[config.mk]
export PLATFORM = sky130hd
export DESIGN_NAME = peripheral_wb_master_bb
export DESIGN_NICKNAME = d
export VERILOG_FILES = /design/src/rtl/peripheral_wb_master_bb.sv
export SDC_FILE = /design/constraint.sdc
export NUM_CORES = 1
export LEC_CHECK = 0
export CELL_PAD_IN_SITES_DETAIL_PLACEMENT = 2
export CELL_PAD_IN_SITES_GLOBAL_PLACEMENT = 2
export CORE_ASPECT_RATIO = 1.5
export CORE_MARGIN = 8
export CORE_UTILIZATION = 34
export DETAILED_ROUTE_END_ITERATION = 10
export DONT_BUFFER_PORTS = 1
export GPL_TIMING_DRIVEN = 0
export PLACE_DENSITY_LB_ADDON = 0.1
export SKIP_LAST_GASP = 1
export SYNTH_ARGS = -nofsm -noshare
export SYNTH_HDL_FRONTEND = slang
export SYNTH_SLANG_ARGS = --single-unit
[constraint.sdc]
create_clock -name wb_clk_i -period 2.9 [get_ports wb_clk_i]
set_input_delay 0.725 -clock wb_clk_i [delete_from_list [all_inputs] [get_ports wb_clk_i]]
set_output_delay 0.725 -clock wb_clk_i [all_outputs]
set_load 0.02 [all_outputs]
[src/rtl/peripheral_wb_master_bb.sv]
// rtl/peripheral_wb_master_bb.sv - Wishbone B3 burst master driven by a single command interface
//
// Purpose: turns one command (start address, beat count, direction, wrap mode)
// into a Wishbone classic cycle or an incrementing/wrapping burst. Write data
// arrives on a valid/ready stream, read data leaves as one-cycle pulses, and a
// done/err pulse closes every command.
//
// Ports:
//   wb_clk_i, wb_rst_i            clock, synchronous active-high reset
//   cmd_valid_i / cmd_ready_o     command handshake (ready only in IDLE)
//   cmd_adr_i, cmd_we_i,
//   cmd_len_i, cmd_bte_i          command fields (len 0 -> 1, len > MAX_BURST clamped)
//   wdat_valid_i / wdat_ready_o,
//   wdat_i                        write-data stream, one word per beat
//   rdat_valid_o, rdat_o          read-data pulse per acked read beat
//   done_o, err_o                 end-of-command pulse and its error status
//   wb_*_o / wb_*_i               Wishbone master outputs and slave responses
`timescale 1ns/1ps

module peripheral_wb_master_bb #(
  parameter int DW = 32,
  parameter int AW = 32,
  parameter int MAX_BURST = 16,
  parameter int RTY_LIMIT = 4,
  localparam int LW = $clog2(MAX_BURST) + 1
) (
  input  logic            wb_clk_i,
  input  logic            wb_rst_i,
  input  logic            cmd_valid_i,
  output logic            cmd_ready_o,
  input  logic [AW-1:0]   cmd_adr_i,
  input  logic            cmd_we_i,
  input  logic [LW-1:0]   cmd_len_i,
  input  logic [1:0]      cmd_bte_i,
  input  logic            wdat_valid_i,
  output logic            wdat_ready_o,
  input  logic [DW-1:0]   wdat_i,
  output logic            rdat_valid_o,
  output logic [DW-1:0]   rdat_o,
  output logic            done_o,
  output logic            err_o,
  output logic [AW-1:0]   wb_adr_o,
  output logic [DW-1:0]   wb_dat_o,
  output logic [DW/8-1:0] wb_sel_o,
  output logic            wb_we_o,
  output logic            wb_cyc_o,
  output logic            wb_stb_o,
  output logic [2:0]      wb_cti_o,
  output logic [1:0]      wb_bte_o,
  input  logic [DW-1:0]   wb_dat_i,
  input  logic            wb_ack_i,
  input  logic            wb_err_i,
  input  logic            wb_rty_i
);

  localparam int BW = DW / 8;
  localparam int RW = $clog2(RTY_LIMIT + 2);

  typedef enum logic [2:0] {IDLE, WDATA, BUS, GAP, FIN} state_t;

  state_t          state_q, state_d;
  logic [AW-1:0]   adr_q, adr_d;
  logic [DW-1:0]   dat_q, dat_d;
  logic            we_q, we_d;
  logic [1:0]      bte_q, bte_d;
  logic            multi_q, multi_d;
  logic [LW-1:0]   rem_q, rem_d;
  logic [RW-1:0]   rty_q, rty_d;
  logic            err_q, err_d;
  logic            cyc_q, cyc_d, stb_q, stb_d, weo_q, weo_d;
  logic [2:0]      cti_q, cti_d;
  logic [1:0]      bteo_q, bteo_d;
  logic            rdv_q, rdv_d, done_q, done_d, erro_q, erro_d;
  logic [DW-1:0]   rdat_q, rdat_d;
  logic [LW-1:0]   len_eff;
  logic [AW-1:0]   wrap_mask, adr_inc, adr_next;

  // Wrapping bursts only advance the low log2(W*B) address bits.
  always_comb begin
    wrap_mask = '0;
    case (bte_q)
      2'b01:   wrap_mask = AW'(4 * BW - 1);
      2'b10:   wrap_mask = AW'(8 * BW - 1);
      2'b11:   wrap_mask = AW'(16 * BW - 1);
      default: wrap_mask = '0;
    endcase
    adr_inc  = adr_q + AW'(BW);
    adr_next = (bte_q == 2'b00) ? adr_inc : ((adr_q & ~wrap_mask) | (adr_inc & wrap_mask));
  end

  always_comb begin
    len_eff = cmd_len_i;
    if (cmd_len_i == '0) begin
      len_eff = LW'(1);
    end else if (cmd_len_i > LW'(MAX_BURST)) begin
      len_eff = LW'(MAX_BURST);
    end
  end

  always_comb begin
    state_d = state_q;
    adr_d   = adr_q;
    dat_d   = dat_q;
    we_d    = we_q;
    bte_d   = bte_q;
    multi_d = multi_q;
    rem_d   = rem_q;
    rty_d   = rty_q;
    err_d   = err_q;
    rdv_d   = 1'b0;
    rdat_d  = rdat_q;
    case (state_q)
      IDLE: begin
        if (cmd_valid_i) begin
          adr_d   = cmd_adr_i;
          we_d    = cmd_we_i;
          bte_d   = cmd_bte_i;
          rem_d   = len_eff;
          multi_d = (len_eff > LW'(1));
          rty_d   = '0;
          err_d   = 1'b0;
          state_d = cmd_we_i ? WDATA : BUS;
        end
      end
      WDATA: begin
        if (wdat_valid_i) begin
          dat_d   = wdat_i;
          state_d = BUS;
        end
      end
      BUS: begin
        // A retry that would push the count past the limit ends the command as an error.
        if (wb_err_i || (wb_rty_i && rty_q >= RW'(RTY_LIMIT))) begin
          err_d   = 1'b1;
          state_d = FIN;
        end else if (wb_rty_i) begin
          rty_d   = rty_q + RW'(1);
          state_d = GAP;
        end else if (wb_ack_i) begin
          rem_d = rem_q - LW'(1);
          adr_d = adr_next;
          if (!we_q) begin
            rdv_d  = 1'b1;
            rdat_d = wb_dat_i;
          end
          if (rem_q == LW'(1)) begin
            state_d = FIN;
          end else begin
            state_d = we_q ? WDATA : BUS;
          end
        end
      end
      GAP:     state_d = BUS;
      FIN:     state_d = IDLE;
      default: state_d = IDLE;
    endcase

    // Bus outputs are derived from the next state so they register alongside it.
    cyc_d  = (state_d == WDATA) || (state_d == BUS);
    stb_d  = (state_d == BUS);
    weo_d  = cyc_d && we_d;
    cti_d  = 3'b000;
    bteo_d = 2'b00;
    if (cyc_d) begin
      cti_d  = (rem_d == LW'(1)) ? (multi_d ? 3'b111 : 3'b000) : 3'b010;
      bteo_d = multi_d ? bte_d : 2'b00;
    end
    done_d = (state_d == FIN);
    erro_d = (state_d == FIN) && err_d;
  end

  always_ff @(posedge wb_clk_i) begin
    if (wb_rst_i) begin
      state_q <= IDLE;
      adr_q   <= '0;
      dat_q   <= '0;
      we_q    <= 1'b0;
      bte_q   <= 2'b00;
      multi_q <= 1'b0;
      rem_q   <= '0;
      rty_q   <= '0;
      err_q   <= 1'b0;
      cyc_q   <= 1'b0;
      stb_q   <= 1'b0;
      weo_q   <= 1'b0;
      cti_q   <= 3'b000;
      bteo_q  <= 2'b00;
      rdv_q   <= 1'b0;
      rdat_q  <= '0;
      done_q  <= 1'b0;
      erro_q  <= 1'b0;
    end else begin
      state_q <= state_d;
      adr_q   <= adr_d;
      dat_q   <= dat_d;
      we_q    <= we_d;
      bte_q   <= bte_d;
      multi_q <= multi_d;
      rem_q   <= rem_d;
      rty_q   <= rty_d;
      err_q   <= err_d;
      cyc_q   <= cyc_d;
      stb_q   <= stb_d;
      weo_q   <= weo_d;
      cti_q   <= cti_d;
      bteo_q  <= bteo_d;
      rdv_q   <= rdv_d;
      rdat_q  <= rdat_d;
      done_q  <= done_d;
      erro_q  <= erro_d;
    end
  end

  assign cmd_ready_o  = (state_q == IDLE);
  assign wdat_ready_o = (state_q == WDATA);
  assign rdat_valid_o = rdv_q;
  assign rdat_o       = rdat_q;
  assign done_o       = done_q;
  assign err_o        = erro_q;
  assign wb_adr_o     = adr_q;
  assign wb_dat_o     = dat_q;
  assign wb_sel_o     = '1;
  assign wb_we_o      = weo_q;
  assign wb_cyc_o     = cyc_q;
  assign wb_stb_o     = stb_q;
  assign wb_cti_o     = cti_q;
  assign wb_bte_o     = bteo_q;

endmodule

==> flow_summary_export.csv <==
group,metric,value,unit
yosys,synthDistinctLibCells,69,
worst_setup_path,slowest_delay,0.76,ns
worst_setup_path,cp-start-kind,"register",
yosys,yosys-top-cells-area,"dfxtp_1 44%, nand2_1 13%, a21oi_1 9.1%, clkbuf_1 2.6%, o21ai_0 2.4%",
global_routing,antenna_found_initial,0,
global_routing,grt_usage,22.5,%
cells_and_area,postLayoutCoreUtil,39.9,%
placed_design,routabilityCongestion,0.963,
cells_and_area,final_nets,839,
clock_tree,cts_buffers,17,
yosys,synth_edf_count,0,
run,maxCapViolCount,0,
pwr,p_clk_share,47.5,%
route,first_iter_violations,202,
placed_design,numPortBuffers,0,
worst_hold_path,whs_endpoint,"wb_dat_o[15]",
pwr,p_leak,2.17,nW
floorplan,die_y,172,um
route,drc,0,
timing,worst_clock_skew,0.00920,ns
placed_design,dp_hpwl,18.1,mm
cells_and_area,fin_area,6400,um2
clock_tree,holdBufCountCts,0,
worst_setup_path,r2r-start,"wb_adr_o[2]",
yosys,synth.cell_area,5510,um2
pwr,peakVddDrop,0.287,mV
yosys,synth_cells,702,
route,vias,5426,
worst_setup_path,crit_arrival,3.10,ns
floorplan,rows,57,
global_routing,gr-total-overflow,0,
placed_design,place.detailed.instances,911,
route,wire_per_inst,24.5,um
floorplan,io_pins,224,
floorplan,core,16000,um2
clock_tree,clock-root-buffer,"clkbuf_16",
placed_design,placed_area,5780,um2
worst_setup_path,reg2reg_depth,6,
timing,fmax,359,MHz
floorplan,die-area,20600,um2
clock_tree,worstSkewPairLatency,0.41,ns
worst_setup_path,timing.reg2reg.setup_slack,0.12,ns
timing,fin_ws,0.117,ns
pwr,finalPower,4.70,mW
global_routing,grt_pass1_vias,6196,
timing,fin_crit_sh,96.0,%
pwr,power.switching,1.37,mW
worst_setup_path,worst_ep_required_time,3.22,ns
worst_hold_path,worstHoldStart,"wdat_i[15]",
global_routing,grt_max_degree,17,
route,drt_wl_total,23.1,mm
yosys,avgSynthCellArea,7.85,um2
timing,tns,0,ns
worst_setup_path,cp_max_fo,7,
timing,slew_headroom,36.1,%
yosys,yosys_register_bits,122,
worst_hold_path,hold_depth,2,
worst_setup_path,cp_top_family,"simple AND/OR/NAND/NOR gates",
route,dr.pass1.iters,6,
cells_and_area,antenna_cells,0,
timing,rsz0062_at_grt,"false",
yosys,ys_warn_count,0,
timing,hold_ws,0.447,ns
timing,setup_violations,0,
timing,tightest_slew,0.950,ns
clock_tree,clk_pin_slew,0.06,ns
route,viasPerCell,5.75,
pwr,seqPwrFrac,41.7,%
run_status,status,"finished clean",
clock_tree,cts_tree,"done",
pwr,comb_power_share,10.8,%
pwr,power_density,734,nW/um2
clock_tree,cts.htree.levels,4,
yosys,synth_top_area_share,44.3,%
worst_setup_path,cp.buffers_inverters,0,
cells_and_area,drive_above_1_share,8.55,%
pwr,p_int,3.34,mW
timing,final_max_slew_viol_count,0,
timing,hold_viol,0,
placed_design,pre_cts_ws,-0.0713,ns
worst_hold_path,hold_class,"input pin to register",
clock_tree,cts.sinks,122,
cells_and_area,syn_to_final_growth,16.3,%
worst_setup_path,r2r-end,"wb_adr_o[24]",
yosys,ys_seq_area_share,44.3,%
yosys,yosys-top-cells-count,"186 x nand2_1, 122 x dfxtp_1, 100 x a21oi_1",
route,detail-route-antenna-nets,0,
worst_setup_path,slowest_stage,"nor3_1",
yosys,yosysTopAreaCell,"dfxtp_1",
yosys,synth_top_flop_cell,"dfxtp_1",
worst_setup_path,critical_path_class,"register to register",
worst_setup_path,cp-end-kind,"register",
clock_tree,clk_path_buf_depth,2,
floorplan,initial_core_util,34.3,%
cells_and_area,instances_no_fill,943,
yosys,synthArstFlopShare,0,%
pwr,p_sw_share,29.0,%
global_routing,grt_pass1_wl,36.1,mm
worst_setup_path,worst_path_most_repeated_cell,"nand3_1",
timing,period_needed,2.78,ns
yosys,yosysMostFrequentCell,"nand2_1",
floorplan,die_w,120,um
worst_setup_path,path_cells,"ha_1 > nand3_1 > nor3_1 > nand3_1 > or4_1 > o211ai_1",
[metal layers]
layer / vias up / track usage (%) / wire [um]
met5: - / 0 / 0
met1: 2687 / 21.3 / 8040
met3: 33 / 7.35 / 1590
met2: 188 / 43.2 / 12900
li1: 2518 / - / -
met4: 0 / 9.32 / 578
[power groups by stage]
stage / sequential (mW) / clock [mW] / combinational [mW]
CTS: 1.96 / 2.28 / 0.517
floorplan: 1.95 / 0 / 0.362
finish: 1.96 / 2.23 / 0.509
global placement: 1.99 / 0 / 0.488
global route: 1.97 / 2.36 / 0.565
detailed placement: 2.00 / 0 / 0.511
[logic make-up after synthesis]
kind of cell / Yosys count / share of synthesized area (%)
DFF: 122 / 44.3
AOI/OAI and AO/OA: 186 / 20.8
and+or+nand+nor: 317 / 26.9
other: 1 / 0.0681
xor gates and xnor gates: 2 / 0.318
buffers and inverters: 62 / 4.91
muxes: 8 / 1.75
adders and majority gates: 4 / 0.909
[worst max-delay path by stage]
stage | to | slack, ns | start | depth (start not counted)
3_5_place_dp | wb_adr_o[31] | -0.07 | wb_adr_o[14] | 5
2_1_floorplan | wb_cti_o[1] | 0.35 | wb_err_i | 6
4_1_cts | wb_adr_o[24] | 0.13 | wb_adr_o[2] | 6
5_1_grt | wb_adr_o[24] | 0.03 | wb_adr_o[2] | 6
3_3_place_gp | wb_cti_o[1] | -0.08 | wb_err_i | 6
6_report | wb_adr_o[24] | 0.12 | wb_adr_o[2] | 6
[layout by cell type (no fill, tap or decap), types with 8 or more instances in the layout]
cell type / count
a31oi_1: 8
nand3_1: 15
nor3_1: 18
clkbuf_1: 37
nor4_1: 13
nor2_1: 29
dfxtp_1: 122
nand4_1: 10
o21ai_0: 26
nand2_1: 186
inv_1: 10
a21oi_1: 100
clkbuf_16: 17
[timing repair]
item | 4_1_cts | 5_1_grt
resized for setup | 1 | 2
buffers inserted | 0 | 0
cloned | 0 | 0
endpoints found under the hold margin | 0 | 0
setup endpoints to repair | 1 | 1
[final cells by class]
cell class / count / area, um2
multi-input cells: 521 / 2810
clock buffers: 19 / 453
plain buffers: 52 / 234
flip-flops and latches: 122 / 2440
fillers: 1866 / 9640
well taps: 206 / 258
inverters: 10 / 37.5
clock inverters: 13 / 166
[sequential cells by signal, indices dropped and copies added, names as in the netlist, 2 cells and up, named ones only]
register,count
rdat_o,32
wb_dat_o,32
wb_adr_o,30
rem_q,5
rty_q,3
state_q,3
bte_q,2
wb_bte_o,2
wb_cti_o,2
Note: power is estimated with default switching activity, not from simulation.
